[src/rtl/disp7_multi_ctrl_if.sv]
// Bus bundle for disp7_multi_ctrl: load/mode/data toward the controller,
// status flags and segment drive back from it.
//
// Handshake: the source raises LOAD for one or more cycles with DIN/MODE
// stable; the controller samples them on a rising edge only while idle
// (BUSY=0 and not in the latch cycle). BUSY is high from that edge until
// the display update, and DONE pulses for exactly one cycle on the edge
// that updates HEX and OVF. LOAD seen while BUSY=1 is dropped, not queued.
interface disp7_multi_ctrl_if #(
    parameter int DIGITS = 4,
    parameter int IN_W   = 14
);
    logic [IN_W-1:0]     DIN;
    logic                LOAD;
    logic                MODE;
    logic                BUSY;
    logic                DONE;
    logic                OVF;
    logic [7*DIGITS-1:0] HEX;
    logic [1:0]          dbg_state;   // controller FSM state for checkers

    modport master (
        output DIN, LOAD, MODE,
        input  BUSY, DONE, OVF, HEX, dbg_state
    );

    modport slave (
        input  DIN, LOAD, MODE,
        output BUSY, DONE, OVF, HEX, dbg_state
    );
endinterface

[src/rtl/disp7_multi_ctrl.sv]
// Multi-digit 7-segment controller for the DE2 HEX bank.
// Captures DIN on LOAD and shows it in hex (MODE=0) or decimal (MODE=1).
// Decimal uses an iterative double-dabble converter, one input bit per cycle.
// Optional build macro DISP_LZ_BLANK_EN: blank leading zero digits
// (digit 0 always shown, overflow dashes unaffected).
module disp7_multi_ctrl #(
    parameter int DIGITS = 4,
    parameter int IN_W   = 14
) (
    input logic               CLOCK_50,
    input logic               RST_N,
    disp7_multi_ctrl_if.slave bus
);

    localparam int BCD_W = 4 * DIGITS;
    localparam int CNT_W = $clog2(IN_W + 1);

    typedef enum logic [1:0] {
        ST_IDLE  = 2'd0,
        ST_CONV  = 2'd1,
        ST_LATCH = 2'd2
    } state_t;

    // Segment patterns, bit order g..a, active-low
    function automatic logic [6:0] seg_encode(input logic [3:0] v);
        logic [6:0] s;
        case (v)
            4'h0: s = 7'b1000000;
            4'h1: s = 7'b1111001;
            4'h2: s = 7'b0100100;
            4'h3: s = 7'b0110000;
            4'h4: s = 7'b0011001;
            4'h5: s = 7'b0010010;
            4'h6: s = 7'b0000010;
            4'h7: s = 7'b1111000;
            4'h8: s = 7'b0000000;
            4'h9: s = 7'b0010000;
            4'hA: s = 7'b0001000;
            4'hB: s = 7'b0000011;
            4'hC: s = 7'b1000110;
            4'hD: s = 7'b0100001;
            4'hE: s = 7'b0000110;
            default: s = 7'b0001110;
        endcase
        return s;
    endfunction

    localparam logic [6:0] SEG_DASH  = 7'b0111111;
    localparam logic [6:0] SEG_BLANK = 7'b1111111;

    state_t              state_q, state_d;
    logic [IN_W-1:0]     shift_q, shift_d;      // captured word; shifts during CONV
    logic [BCD_W-1:0]    bcd_q, bcd_d;
    logic [CNT_W-1:0]    cnt_q, cnt_d;
    logic                mode_q, mode_d;
    logic                ovf_acc_q, ovf_acc_d;  // sticky: BCD overflowed top digit
    logic                busy_q, busy_d;
    logic                done_q, done_d;
    logic                ovf_q, ovf_d;
    logic [7*DIGITS-1:0] hex_q, hex_d;

    logic [BCD_W-1:0]        bcd_adj;
    logic [31:0]             din_wide;
    logic                    hex_ovf;
    logic [DIGITS-1:0][3:0]  digit_val;
    logic [DIGITS-1:0]       blank_mask;
    logic                    latch_ovf;
    logic [7*DIGITS-1:0]     latch_hex;

    // Double-dabble correction: add 3 to every BCD nibble of 5 or more
    always_comb begin
        bcd_adj = bcd_q;
        for (int i = 0; i < DIGITS; i++) begin
            if (bcd_q[4*i +: 4] >= 4'd5) begin
                bcd_adj[4*i +: 4] = bcd_q[4*i +: 4] + 4'd3;
            end
        end
    end

    // Display image presented at LATCH: digit values, overflow and blanking
    always_comb begin
        din_wide = '0;
        din_wide[IN_W-1:0] = shift_q;

        // In hex mode anything above the top displayed nibble is overflow
        hex_ovf = 1'b0;
        for (int b = 4 * DIGITS; b < 32; b++) begin
            if (din_wide[b]) begin
                hex_ovf = 1'b1;
            end
        end

        for (int i = 0; i < DIGITS; i++) begin
            digit_val[i] = mode_q ? bcd_q[4*i +: 4] : din_wide[4*i +: 4];
        end

        latch_ovf = mode_q ? ovf_acc_q : hex_ovf;

        blank_mask = '0;
`ifdef DISP_LZ_BLANK_EN
        begin
            logic lead;
            lead = 1'b1;
            for (int i = DIGITS - 1; i >= 1; i--) begin
                if (lead && (digit_val[i] == 4'd0)) begin
                    blank_mask[i] = 1'b1;
                end else begin
                    lead = 1'b0;
                end
            end
        end
`endif

        latch_hex = '1;
        for (int i = 0; i < DIGITS; i++) begin
            if (latch_ovf) begin
                latch_hex[7*i +: 7] = SEG_DASH;
            end else if (blank_mask[i]) begin
                latch_hex[7*i +: 7] = SEG_BLANK;
            end else begin
                latch_hex[7*i +: 7] = seg_encode(digit_val[i]);
            end
        end
    end

    // Next-state logic for the IDLE/CONV/LATCH controller and its outputs
    always_comb begin
        state_d   = state_q;
        shift_d   = shift_q;
        bcd_d     = bcd_q;
        cnt_d     = cnt_q;
        mode_d    = mode_q;
        ovf_acc_d = ovf_acc_q;
        busy_d    = busy_q;
        done_d    = 1'b0;
        ovf_d     = ovf_q;
        hex_d     = hex_q;

        case (state_q)
            ST_IDLE: begin
                if (bus.LOAD) begin
                    shift_d   = bus.DIN;
                    mode_d    = bus.MODE;
                    bcd_d     = '0;
                    ovf_acc_d = 1'b0;
                    cnt_d     = CNT_W'(IN_W);
                    busy_d    = 1'b1;
                    state_d   = bus.MODE ? ST_CONV : ST_LATCH;
                end
            end
            ST_CONV: begin
                bcd_d   = {bcd_adj[BCD_W-2:0], shift_q[IN_W-1]};
                shift_d = shift_q << 1;
                if (bcd_adj[BCD_W-1]) begin
                    ovf_acc_d = 1'b1;
                end
                cnt_d = cnt_q - CNT_W'(1);
                if (cnt_q == CNT_W'(1)) begin
                    state_d = ST_LATCH;
                end
            end
            ST_LATCH: begin
                hex_d   = latch_hex;
                ovf_d   = latch_ovf;
                done_d  = 1'b1;
                busy_d  = 1'b0;
                state_d = ST_IDLE;
            end
            default: begin
                state_d = ST_IDLE;
                busy_d  = 1'b0;
            end
        endcase
    end

    // State and output registers; reset blanks the display and aborts conversion
    always_ff @(posedge CLOCK_50 or negedge RST_N) begin
        if (!RST_N) begin
            state_q   <= ST_IDLE;
            shift_q   <= '0;
            bcd_q     <= '0;
            cnt_q     <= '0;
            mode_q    <= 1'b0;
            ovf_acc_q <= 1'b0;
            busy_q    <= 1'b0;
            done_q    <= 1'b0;
            ovf_q     <= 1'b0;
            hex_q     <= '1;
        end else begin
            state_q   <= state_d;
            shift_q   <= shift_d;
            bcd_q     <= bcd_d;
            cnt_q     <= cnt_d;
            mode_q    <= mode_d;
            ovf_acc_q <= ovf_acc_d;
            busy_q    <= busy_d;
            done_q    <= done_d;
            ovf_q     <= ovf_d;
            hex_q     <= hex_d;
        end
    end

    assign bus.BUSY      = busy_q;
    assign bus.DONE      = done_q;
    assign bus.OVF       = ovf_q;
    assign bus.HEX       = hex_q;
    assign bus.dbg_state = state_q;

endmodule

[src/flat_wrapper.sv]
// flat-port wrapper written by rule: the top's interface ports become plain ports
module disp7_multi_ctrl_flat 
#(
    parameter int DIGITS = 4,
    parameter int IN_W   = 14
)
  (CLOCK_50, RST_N, bus_DIN, bus_LOAD, bus_MODE, bus_BUSY, bus_DONE, bus_OVF, bus_HEX, bus_dbg_state);
  disp7_multi_ctrl_if #(.DIGITS(DIGITS), .IN_W(IN_W)) bus_i ();
  input logic CLOCK_50;
  input logic RST_N;
  input wire logic [$bits(bus_i.DIN)-1:0] bus_DIN;
  input wire logic [$bits(bus_i.LOAD)-1:0] bus_LOAD;
  input wire logic [$bits(bus_i.MODE)-1:0] bus_MODE;
  output wire logic [$bits(bus_i.BUSY)-1:0] bus_BUSY;
  output wire logic [$bits(bus_i.DONE)-1:0] bus_DONE;
  output wire logic [$bits(bus_i.OVF)-1:0] bus_OVF;
  output wire logic [$bits(bus_i.HEX)-1:0] bus_HEX;
  output wire logic [$bits(bus_i.dbg_state)-1:0] bus_dbg_state;
  assign bus_i.DIN = bus_DIN;
  assign bus_i.LOAD = bus_LOAD;
  assign bus_i.MODE = bus_MODE;
  assign bus_BUSY = bus_i.BUSY;
  assign bus_DONE = bus_i.DONE;
  assign bus_OVF = bus_i.OVF;
  assign bus_HEX = bus_i.HEX;
  assign bus_dbg_state = bus_i.dbg_state;
  disp7_multi_ctrl #(.DIGITS(DIGITS), .IN_W(IN_W)) u_core (.CLOCK_50(CLOCK_50), .RST_N(RST_N), .bus(bus_i));
endmodule
[config.mk]
export PLATFORM = sky130hd
export DESIGN_NAME = disp7_multi_ctrl_flat
export DESIGN_NICKNAME = d
export VERILOG_FILES = /design/src/rtl/disp7_multi_ctrl_if.sv /design/src/rtl/disp7_multi_ctrl.sv /design/src/flat_wrapper.sv
export SDC_FILE = /design/constraint.sdc
export NUM_CORES = 1
export LEC_CHECK = 0
export ABC_CLOCK_PERIOD_IN_PS = 2300
export CAP_MARGIN = 20
export CELL_PAD_IN_SITES_DETAIL_PLACEMENT = 0
export CELL_PAD_IN_SITES_GLOBAL_PLACEMENT = 1
export CORE_AREA = 2 2 102 104
export CTS_CLUSTER_DIAMETER = 150
export DETAILED_ROUTE_END_ITERATION = 6
export DIE_AREA = 0 0 104 106
export GPL_TIMING_DRIVEN = 0
export MAX_ROUTING_LAYER = met4
export PLACE_DENSITY = 0.81
export RECOVER_POWER = 100
export SYNTH_ARGS = -nofsm -noshare
export SYNTH_HDL_FRONTEND = slang
export SYNTH_SLANG_ARGS = --single-unit
[constraint.sdc]
create_clock -name CLOCK_50 -period 2.3 [get_ports CLOCK_50]
set_clock_uncertainty 0.05 [all_clocks]
set_input_delay 0.23 -clock CLOCK_50 [delete_from_list [all_inputs] [get_ports CLOCK_50]]
set_output_delay 0.23 -clock CLOCK_50 [all_outputs]
set_load 0.05 [all_outputs]
# After elaboration in Yosys (flattened, before gate mapping)
# Memories as Yosys holds them, arrays and structs flattened.
# Cells that the tools add are included.
dict set report word_totals {
  reg_bits 69
  mem_bits_ro 448
  input_bits 18
  word_cells 66
  mem_count 4
  out_inout_bits 33
}
# memory words word_bits rd rd_clocked_by_memory_dff write_ports line
set memory_table {}
lappend memory_table {{(name not given)} 16 7 1 0 0 disp7_multi_ctrl.sv:27} ;# case (v)
lappend memory_table {{(name not given)} 16 7 1 0 0 disp7_multi_ctrl.sv:27}
lappend memory_table {{(name not given)} 16 7 1 0 0 disp7_multi_ctrl.sv:27}
lappend memory_table {{(name not given)} 16 7 1 0 0 disp7_multi_ctrl.sv:27}
dict set report op_classes {
  bitwise_logic 1
  n_addsub 5
  order_cmp 4
  eq_ne 6
  mux 29
  n_reduce_logical 7
}
# op n
set ops {}
lappend ops {{2-to-1 mux 4 bit} 9}
lappend ops {{case mux 16 bit (2 select lines)} 1}
lappend ops {{2-to-1 mux 7 bit} 4}
lappend ops {{case mux 14 bit (2 select lines)} 1}
lappend ops {{adder 4 x 2 -> 4 bit (second input constant)} 4}
lappend ops {{greater-or-equal comparator 4 x 3 -> 1 bit (second input constant)} 4}
lappend ops {{2-to-1 mux 16 bit} 1}
lappend ops {{2-to-1 mux 14 bit} 1}
lappend ops {{case mux 4 bit (2 select lines)} 1}
lappend ops {{AND reduction 2 bit} 4}
lappend ops {{2-to-1 mux 2 bit} 3}
lappend ops {{2-to-1 mux 1 bit} 5}
lappend ops {{equality test 4 x 1 -> 1 bit (second input constant)} 1}
lappend ops {{!= test 2 x 1 -> 1 bit (second input constant)} 2}
lappend ops {{case mux 1 bit (2 select lines)} 2}
lappend ops {{case mux 2 bit (2 select lines)} 1}
lappend ops {{subtractor 4 x 1 -> 4 bit (second input constant)} 1}
lappend ops {{AND reduction 3 bit} 1}
lappend ops {{equality test 2 x 1 -> 1 bit (second input constant)} 1}
lappend ops {{equality test 2 bit (second input constant)} 1}
lappend ops {{zero test 2 bit} 1}
lappend ops {{!= test 2 bit (second input constant)} 1}
lappend ops {{nonzero test 2 bit} 1}
lappend ops {{NOT 1 bit} 1}

# Logic depth before layout (Yosys ltp)
# Gate-level depths: netlist of run 1.
dict set report logic_depth {
  depth_word 4
  mapped_depth 9
}

# Least setup slack after synthesis of run 1
# Ideal clock, no wire load.
dict set report synth_path {
  kind {register to register}
  from {reg u_core.mode_q}
  to {reg u_core.hex_q[3], in the netlist u_core.bus.HEX[3]}
  arrival_ns 1.979
  stages_incl_launch_ff 9
  setup_ns 0.092
  path_buffers 2
  path_slack_ns 0.179
  period_less_slack_ns 2.121
  required_ns 2.158
  path_cell_list {dfrtp_1 > buf_6 > buf_2 > mux2i_1 > inv_1 > ha_1 > nor2b_1 > a2111oi_0 > nor3_1}
}
dict set report synth_between {
  elab_chain_len 3
  word_cells_on_any_way 4
  classes_between {3 x mux; 1 x memory}
}
# item line
set synth_lines {}
lappend synth_lines {{start, declared} disp7_multi_ctrl.sv:55} ;# logic mode_q, mode_d;
lappend synth_lines {{start signal, assigned} disp7_multi_ctrl.sv:194} ;# mode_q <= mode_d;
lappend synth_lines {{2-to-1 mux 4 bit} disp7_multi_ctrl.sv:94} ;# digit_val[i] = mode_q ? bcd_q[4*i +: 4] : din_wide[4*i +: 4];
lappend synth_lines {{memory (16 x 7 bit)} n/a}
lappend synth_lines {{2-to-1 mux 7 bit (*)} disp7_multi_ctrl.sv:116} ;# if (latch_ovf) begin
lappend synth_lines {{end signal, assigned} disp7_multi_ctrl.sv:188} ;# hex_q <= '1;
lappend synth_lines {{end signal, assigned} disp7_multi_ctrl.sv:199} ;# hex_q <= hex_d;
lappend synth_lines {{end, declared} disp7_multi_ctrl.sv:60} ;# logic [7*DIGITS-1:0] hex_q, hex_d;
# Mark *: on every way between the ends. The rest lies on a longest branch, timed or not.
# A chain may end at the register's enable or synchronous reset.

# Worst setup path in the final report of run 1
dict set report layout_path {
  from {reg u_core.mode_q}
  to {reg u_core.hex_q[10], in the netlist u_core.bus.HEX[10]}
}
# The elaborated chain is that of the path after synthesis.

==> results of run 1 <==
-- report_power, final --
| group | internal, mW | total [mW] | switching [mW] |
|---|---|---|---|
| clock | 0.388 | 0.858 | 0.471 |
| sequential | 1.90 | 2.35 | 0.447 |
| combinational | 1.80 | 4.80 | 2.99 |
-- layer usage --
metal	up-vias	track usage [%]	share of wire, %
li1	1684	-	-
met1	1735	27.08	48
met2	65	31.86	47
met3	10	3.004	3.5
met4	0	7.529	1.5
met5	-	-	0
-- cell families after synthesis --
family,count (synthesis),share of synthesized area (%)
mux,38,10.78
buf+inv,49,5.405
flops,69,41.36
xor+xnor,8,1.645
simple gates,112,12.13
fa+ha+maj,34,9.988
compound gates,122,18.68
-- registers in the layout, summed over array words and instances, names as in the netlist --
name,cells
u_core.bus.HEX,28
u_core.bcd_q,16
u_core.shift_q,14
u_core.cnt_q,4
u_core.bus.dbg_state,2
u_core.bus.BUSY,1
u_core.bus.DONE,1
u_core.bus.OVF,1
u_core.mode_q,1
u_core.ovf_acc_q,1
-- worst max path at each step --
| stage | from | end | slack, ps | depth (start not counted) |
|---|---|---|---|---|
| final | u_core.mode_q | u_core.bus.HEX[10] | 120 | 7 |
| after global routing | u_core.mode_q | u_core.bus.HEX[10] | 6 | 7 |
| after CTS | u_core.mode_q | u_core.bus.HEX[10] | 10 | 7 |
| after detailed placement | u_core.mode_q | u_core.bus.HEX[3] | -260 | 8 |
| after global placement | RST_N | u_core.cnt_q[3] | -1480 | 1 |
| after floorplan | u_core.mode_q | u_core.bus.HEX[3] | 180 | 8 |
-- area by class of cell --
class	instances	area, µm²
fillers	967	4783
multi-input cells	314	2337
flip-flops and latches	69	1762
repair buffers	58	560.5
well taps	136	170.2
plain buffers	25	141.4
clock buffers	13	138.9
inverters	24	91.34
clock inverters	3	15.01
-- critical path, delay by kind of cell, from the launching register on --
family | cells | cell delay [ps]
compound gates | 1 | 170
mux | 2 | 850
flops | 1 | 340
fa+ha+maj | 1 | 240
buf+inv | 3 | 470
-- repair_timing --
item                                   in CTS  in global routing
setup endpoints to repair                   7                  5
gates resized for setup                     8                  6
hold buffers                                1                  0
pin swaps                                   0                  0
setup buffers                               0                  7
endpoints found under the hold margin      41                  0
-- cell usage in the layout, fill, tap and decap left out, drive strengths merged, types with 25 or more instances in the layout --
| master | netlist | routed |
|---|---|---|
| nand2 | 42 | 42 |
| dfstp | 28 | 28 |
| o21ai | 35 | 35 |
| dlygate4sd3 | 0 | 34 |
| nor2 | 29 | 29 |
| ha | 34 | 34 |
| dfrtp | 41 | 41 |
| mux2i | 29 | 29 |
| clkbuf | 7 | 25 |
| a21oi | 25 | 25 |
-- metrics by stage --
stage          area (µm²)  hold slack [ps]  power, mW  setup WS [ps]  instances
4_1_cts              5135            435.4      7.984          9.925        635
3_5_place_dp         4927            366.7      7.018         -257.6        618
5_1_grt              5216            459.0      8.566          6.470        642
6_report             5216            437.8      8.002          115.2        642
3_3_place_gp         4930            427.7      6.951          -1477        618
2_1_floorplan        4259           -115.6      5.726          179.3        432
==> impl_metrics.ini, run 1 <==
[cts]
cts_max_level = 3
cts_tree = built
clk_pin_slew_ps = 70
cts_buffers = 9
clk_latency_ps = 370
cts_sinks = 69
clockRootBuffer = clkbuf_8
clk_path_buf_depth = 2

[timing]
slew-limit-headroom_pct = 40.33
fin_tns_setup_ps = 0
setup_violations = 0
timing_max_transition_violations_final = 0
hold_viol = 0
max_freq_ghz = 0.4577
final.min_clock_period_ps = 2185
worstMarginPinSlew_ps = 895.1
finalCritPeriodShare_pct = 94.99
rsz0062_at_grt = no

[global_route]
grt_pass1_vias = 3376
grt_max_degree = 70
grt_pass1_wl_mm = 17.29
grt_overflow_total = 0
antenna_found_initial = 0
grt_usage_pct = 20.37

[worst_setup_path]
slowest_stage = mux4_2
reg2reg_depth = 7
crit_arrival_ps = 2420
r2r_setup_slack_ps = 120
worstSetupPathType = flip-flop to flip-flop
r2r_end = u_core.bus.HEX[10]
reg2reg_from = u_core.mode_q
path_max_fanout = 10
end_kind = flip-flop
cp_cell_sequence = buf_6 > buf_8 > mux2i_4 > inv_1 > ha_1 > mux4_2 > o22a_1
start_kind = flip-flop
required_ps = 2540
slowest_delay_ps = 470

[logic_synthesis]
ys_async_sr_fraction_pct = 100.0
synth_common_cells = nand2_1 (42), dfrtp_1 (41), o21ai_0 (35)
synth-seq-cells = 69
syn_nets = 484
yosys.area.top_type = dfrtp_1
synth.top_cell.area_share_pct = 24.09
synthFlopType = dfrtp_1
yosys-top-cells-area = dfrtp_1 (24%), dfstp_2 (17%), ha_1 (10%)
ys_seq_area_share_pct = 41.36
ys_types = 53
synth_area_per_cell_um2 = 9.859
synth_edf_count = 0
ys_warn_count = 0
synth.most_common_cell = nand2_1
syn_area_mm2 = 0.004259
netlist_instances = 432

[detailed_routing]
first_pass_iters = 4
vias = 3494
drt_iter0_drc = 216
ant_nets = 0
avgRoutedWirePerCell_um = 16.38
vias_per_cell = 5.442
routed_wl_mm = 10.52
drc = 0

[floorplan]
core_area_mm2 = 0.01000
dieWidth_um = 104
start_util_pct = 42.59
die-area_mm2 = 0.01102
rows = 37
die_y_um = 106
ios = 51

[power_and_ir_drop]
p_leak_nw = 2.177
peakVddDrop_v = 0.0005816
power.density_mw_per_mm2 = 1534

[cells_and_area]
drive_gt1_share_pct = 16.01
nNetsFinal = 553
n_antenna_cell = 0
final_util_pct = 52.16
syn_to_final_growth_pct = 22.47

[run_status]
status = complete, no violations

[worst_hold_path]
whs_endpoint = u_core.mode_q
min_from = bus_MODE
hold_path_depth = 3
min-delay-path-class = primary input to flip-flop

[placed_design]
post-dp-hpwl_mm = 7.286
gp_congestion = 0.9293
portBuffers = 50

[run]
maxCapViolCount = 0
Note: power is estimated with default switching activity, not from simulation.
==> inputs of run 2 (changes only) <==
--- a/config.mk
+++ b/config.mk
@@ -14,7 +14,6 @@
 export DETAILED_ROUTE_END_ITERATION = 6
 export DIE_AREA = 0 0 104 106
 export GPL_TIMING_DRIVEN = 0
-export MAX_ROUTING_LAYER = met4
 export PLACE_DENSITY = 0.81
 export RECOVER_POWER = 100
 export SYNTH_ARGS = -nofsm -noshare
==> run 2 against run 1 <==
Compared with the run above: combinational power is 0.8% higher; via count stayed put; non-clock buffer count grew 1; sequential share of layout area is 0.42 points lower; critical endpoint unchanged; largest cell class unchanged.
==> impl_metrics.ini, run 2 (same netlist as run 1, synthesis figures left out) <==
[global_route]
gr-usage-met3_pct = 3.617
grt_overflow_total = 0
antenna_found_initial = 0
grt_max_degree = 70
grt_pass1_wl_mm = 17.46
use_met1_pct = 26.27
top_usage_layer = met2
grt_pass1_vias = 3464
grt_usage_pct = 19.84
met2_usage_pct = 33.04

[detailed_routing]
drt_iter0_drc = 191
drc = 0
first_pass_iters = 4
ant_nets = 0
avgRoutedWirePerCell_um = 16.43
vias = 3494
routed_wl_mm = 10.57
vias_per_cell = 5.434

[cells_and_area]
drive_gt1_share_pct = 17.36
largest_reg_flops = 28
nNetsFinal = 554
most-common-layout-cells = nand2_1 (42), dfrtp_1 (41), o21ai_0 (35)
final_common_cell = nand2_1
syn_to_final_growth_pct = 24.03
n_antenna_cell = 0

[run]
maxCapViolCount = 0

[timing]
timing_max_transition_violations_final = 0
finalCritPeriodShare_pct = 94.48
fin_tns_setup_ps = 0
max_freq_ghz = 0.4602
rsz0062_at_grt = no
worstMarginPinSlew_ps = 878.9
final.min_clock_period_ps = 2173
hold_viol = 0
setup_violations = 0
slew-limit-headroom_pct = 41.40

[placed_design]
gp_congestion = 0.8994
post-dp-hpwl_mm = 7.382
portBuffers = 50

[power_and_ir_drop]
seqPwrFrac_pct = 28.5
p_leak_nw = 2.208
internal_power_mw = 4.284
peakVddDrop_v = 0.0005443
clock_power_share_pct = 12.9
power.density_mw_per_mm2 = 1562
p_switching_mw = 3.966
power_mw = 8.250
p_sw_share_pct = 48.07
power_frac_comb_pct = 58.6

[floorplan]
dieWidth_um = 104
core_area_mm2 = 0.01000
die_y_um = 106
ios = 51
start_util_pct = 42.59
die-area_mm2 = 0.01102
rows = 37

[worst_setup_path]
start_kind = flip-flop
path_max_fanout = 10
end_kind = flip-flop
cp_cell_sequence = buf_6 > buf_8 > mux2i_4 > inv_1 > ha_1 > mux4_2 > o22a_1
crit_arrival_ps = 2410
slowest_delay_ps = 480
worstSetupPathType = flip-flop to flip-flop
slowest_stage = mux4_2
required_ps = 2540

[cts]
clk_latency_ps = 350
clk_pin_slew_ps = 80
cts_max_level = 3
cts_tree = built
cts_buffers = 9
cts_sinks = 69
clockRootBuffer = clkbuf_8
clk_path_buf_depth = 2

[run_status]
status = complete, no violations

[worst_hold_path]
min-delay-path-class = flip-flop to flip-flop
run 2: cell types whose count changed in the layout (fill, tap and decap cells not counted), sizes merged:
cell / delta
bufinv: +1
clkinvlp: +1
clkbuf: -4
inv: +1
buf: +2
run 2: path summary, 6_finish.rpt:
check,slack [ps],startpoint,to,cells past startpoint
setup / recovery,130,u_core.mode_q,u_core.bus.HEX[10],7
hold / removal,450,u_core.bus.OVF,u_core.bus.OVF,2
setup reg to reg,130,u_core.mode_q,u_core.bus.HEX[10],7
hold reg to reg,450,u_core.bus.OVF,u_core.bus.OVF,2
max in group asynchronous,1140,RST_N,u_core.shift_q[4],2
min in group asynchronous,490,RST_N,u_core.bus.OVF,2
run 2: layout make-up:
cell class | instances | area [µm²]
fill | 916 | 4717
multi-input combinational | 314 | 2342
sequential | 69 | 1762
timing repair buffer | 59 | 568.0
tap | 136 | 170.2
clock buffer | 10 | 148.9
buffer | 25 | 141.4
inverter | 24 | 91.34
clock inverter | 6 | 58.81
run 2: repair_timing:
item                       4_1_cts  5_1_grt
setup buffers                    0        8
gates resized for setup          8        7
hold buffers                     1        0
hold endpoints to repair        11        0
setup endpoints to repair        6        6
run 2: critical path, delay by kind of cell (launching register included):
kind | cells | cell delay, ps
adder cells (fa/ha/maj) | 1 | 230
AO/OA/AOI/OAI | 1 | 170
flip-flops | 1 | 340
multiplexers | 2 | 850
buffers and inverters | 3 | 460
run 2: metrics by stage:
step / instance area, µm² / worst slack [ps] / utilization, % / hold slack (ps) / instances
2_1_floorplan: 4259 / 179.3 / - / -115.6 / 432
3_3_place_gp: 4930 / -1458 / 49.30 / 427.9 / 618
5_1_grt: 5283 / 12.25 / 52.83 / 471.0 / 643
4_1_cts: 5189 / -0.09726 / 51.89 / 455.7 / 635
3_5_place_dp: 4927 / -311.9 / 49.27 / 362.9 / 618
6_report: 5283 / 126.9 / 52.83 / 449.3 / 643
run 2: power by group through the flow:
stage	sequential [mW]	clock [mW]	combinational, mW
final	2.35	1.07	4.84
after global routing	2.43	1.13	5.27
after CTS	2.35	1.08	4.76
after detailed placement	2.36	0	4.68
after global placement	2.33	0	4.61
after floorplan	3.28	0	2.45
run 2: layer usage:
metal | wire length [µm] | part of all wire (%) | vias up
met4 | 128 | 1.2 | 0
met1 | 5032 | 48 | 1698
met5 | 0 | 0 | -
li1 | - | - | 1696
met3 | 391 | 3.7 | 15
met2 | 5013 | 47 | 85
==> inputs of run 3 (changes only) <==
--- a/config.mk
+++ b/config.mk
@@ -14,7 +14,7 @@
 export DETAILED_ROUTE_END_ITERATION = 6
 export DIE_AREA = 0 0 104 106
 export GPL_TIMING_DRIVEN = 0
-export PLACE_DENSITY = 0.81
+export PLACE_DENSITY = 0.87
 export RECOVER_POWER = 100
 export SYNTH_ARGS = -nofsm -noshare
 export SYNTH_HDL_FRONTEND = slang
==> run 3 against run 2 <==
Compared with the run above: total power fell by 0.13%; clock power rose by 6%; via count rose by 0.14%; final cell count fell by 0.78%; die area did not move; non-clock buffer count fell by 5; setup slack got worse by 29 ps; critical path type unchanged; largest power group unchanged.
==> impl_metrics.ini, run 3 (same netlist as run 1, synthesis figures left out) <==
[placed_design]
portBuffers = 50
placed_cell_area_mm2 = 0.004927
gp_congestion = 0.8866
dpl_worst_slack_ps = -267.5
post-dp-hpwl_mm = 7.325

[power_and_ir_drop]
p_sw_share_pct = 47.77
power.density_mw_per_mm2 = 1567
p_leak_nw = 2.188
peakVddDrop_v = 0.0007065
seqPwrFrac_pct = 28.5
internal_power_mw = 4.303
p_switching_mw = 3.936
power_frac_comb_pct = 57.7
power_mw = 8.240
clock_power_share_pct = 13.7

[cts]
clk_latency_ps = 350
cts_sinks = 69
cts_buffers = 9
clk_path_buf_depth = 2
clockRootBuffer = clkbuf_8
cts_max_level = 3
cts_tree = built
clk_pin_slew_ps = 80

[cells_and_area]
most-common-layout-cells = nand2_1 (42), dfrtp_1 (41), o21ai_0 (35)
n_antenna_cell = 0
final_area_mm2 = 0.005259
nNetsFinal = 549
final_common_cell = nand2_1
syn_to_final_growth_pct = 23.47
drive_gt1_share_pct = 16.53
largest_reg_flops = 28

[global_route]
top_usage_layer = met2
grt_usage_pct = 19.78
grt_max_degree = 70
grt_overflow_total = 0
gr-usage-met3_pct = 4.782
antenna_found_initial = 0
met2_usage_pct = 31.30
grt_pass1_vias = 3442
use_met1_pct = 26.61
grt_pass1_wl_mm = 17.35

[detailed_routing]
first_pass_iters = 4
avgRoutedWirePerCell_um = 16.44
vias = 3499
drc = 0
drt_iter0_drc = 158
ant_nets = 0
vias_per_cell = 5.484
routed_wl_mm = 10.49

[worst_hold_path]
min_from = u_core.bus.HEX[14]
min-delay-path-class = flip-flop to flip-flop
hold_path_depth = 2
whs_endpoint = u_core.bus.HEX[14]

[timing]
max_freq_ghz = 0.4540
setup_ws_ps = 97.45
worstMarginPinSlew_ps = 864.0
timing_max_transition_violations_final = 0
finalCritPeriodShare_pct = 95.76
hold_viol = 0
slew-limit-headroom_pct = 42.40
fin_tns_setup_ps = 0
setup_violations = 0
rsz0062_at_grt = no
final.min_clock_period_ps = 2203

[floorplan]
core_area_mm2 = 0.01000
start_util_pct = 42.59
die_y_um = 106
dieWidth_um = 104
die-area_mm2 = 0.01102
rows = 37
ios = 51

[run_status]
status = complete, no violations

[worst_setup_path]
crit_arrival_ps = 2440
reg2reg_from = u_core.mode_q
start_kind = flip-flop
reg2reg_depth = 7
required_ps = 2540
path_max_fanout = 10
r2r_end = u_core.bus.HEX[10]
r2r_setup_slack_ps = 100
end_kind = flip-flop
worstSetupPathType = flip-flop to flip-flop

[run]
maxCapViolCount = 0
-- run 3: cell count changes in the layout (fill, tap and decap cells not counted), moves of 2 or more --
| cell | before | now |
|---|---|---|
| clkinv_2 | 4 | 1 |
| buf_4 | 10 | 4 |
| clkbuf_2 | 1 | 3 |
| a2111oi_0 | 1 | 3 |
-- run 3: final cells by class --
class	instances	area (µm²)
Sequential cell	69	1762
Clock buffer	11	141.4
Inverter	24	91.34
Buffer	25	142.6
Timing Repair Buffer	54	530.5
Clock inverter	5	83.83
Fill cell	907	4741
Multi-Input combinational cell	314	2337
Tap cell	136	170.2
-- run 3: power by group through the flow --
stage	Combinational (mW)	Sequential [mW]	Clock, mW
floorplan	2.45	3.28	0
global placement	4.59	2.33	0
finish	4.76	2.35	1.13
CTS	4.80	2.36	1.15
detailed placement	4.67	2.36	0
global route	5.16	2.43	1.21
-- run 3: what timing repair did --
| item | in CTS | in global routing |
|---|---|---|
| hold endpoints to repair | 41 | 0 |
| gates cloned | 0 | 0 |
| pin swaps | 0 | 0 |
| setup endpoints to repair | 7 | 6 |
| resized for setup | 11 | 2 |
| hold buffers | 1 | 0 |
| setup buffers | 0 | 3 |
-- run 3: worst max-delay path by stage --
stage / start / endpoint / slack (ps)
after floorplan: u_core.mode_q / u_core.bus.HEX[3] / 180
after global placement: RST_N / u_core.shift_q[4] / -1380
after detailed placement: u_core.mode_q / u_core.bus.HEX[3] / -270
after CTS: u_core.mode_q / u_core.bus.HEX[3] / 40
after global routing: u_core.mode_q / u_core.bus.HEX[17] / 0.1
final: u_core.mode_q / u_core.bus.HEX[10] / 100
-- run 3: through the flow --
stage | hold WS [ps] | instances | util, %
2_1_floorplan | -115.6 | 432 | -
3_3_place_gp | 427.2 | 618 | 49.30
3_5_place_dp | 353.7 | 618 | 49.27
4_1_cts | 442.2 | 635 | 52.33
5_1_grt | 460.3 | 638 | 52.59
6_report | 447.6 | 638 | 52.59
-- run 3: metal layers --
layer | routed length (µm) | vias to the layer above
met5 | 0 | -
met4 | 143 | 0
met3 | 422 | 13
met2 | 5007 | 84
met1 | 4918 | 1716
li1 | - | 1686
-- run 3: worst max-delay path, stage by stage (launching register included) --
cell and delay (ps):
dfrtp_1 340, buf_6 150, buf_8 210, mux2i_4 370, inv_1 100, ha_1 240, mux4_2 490, o22a_1 170
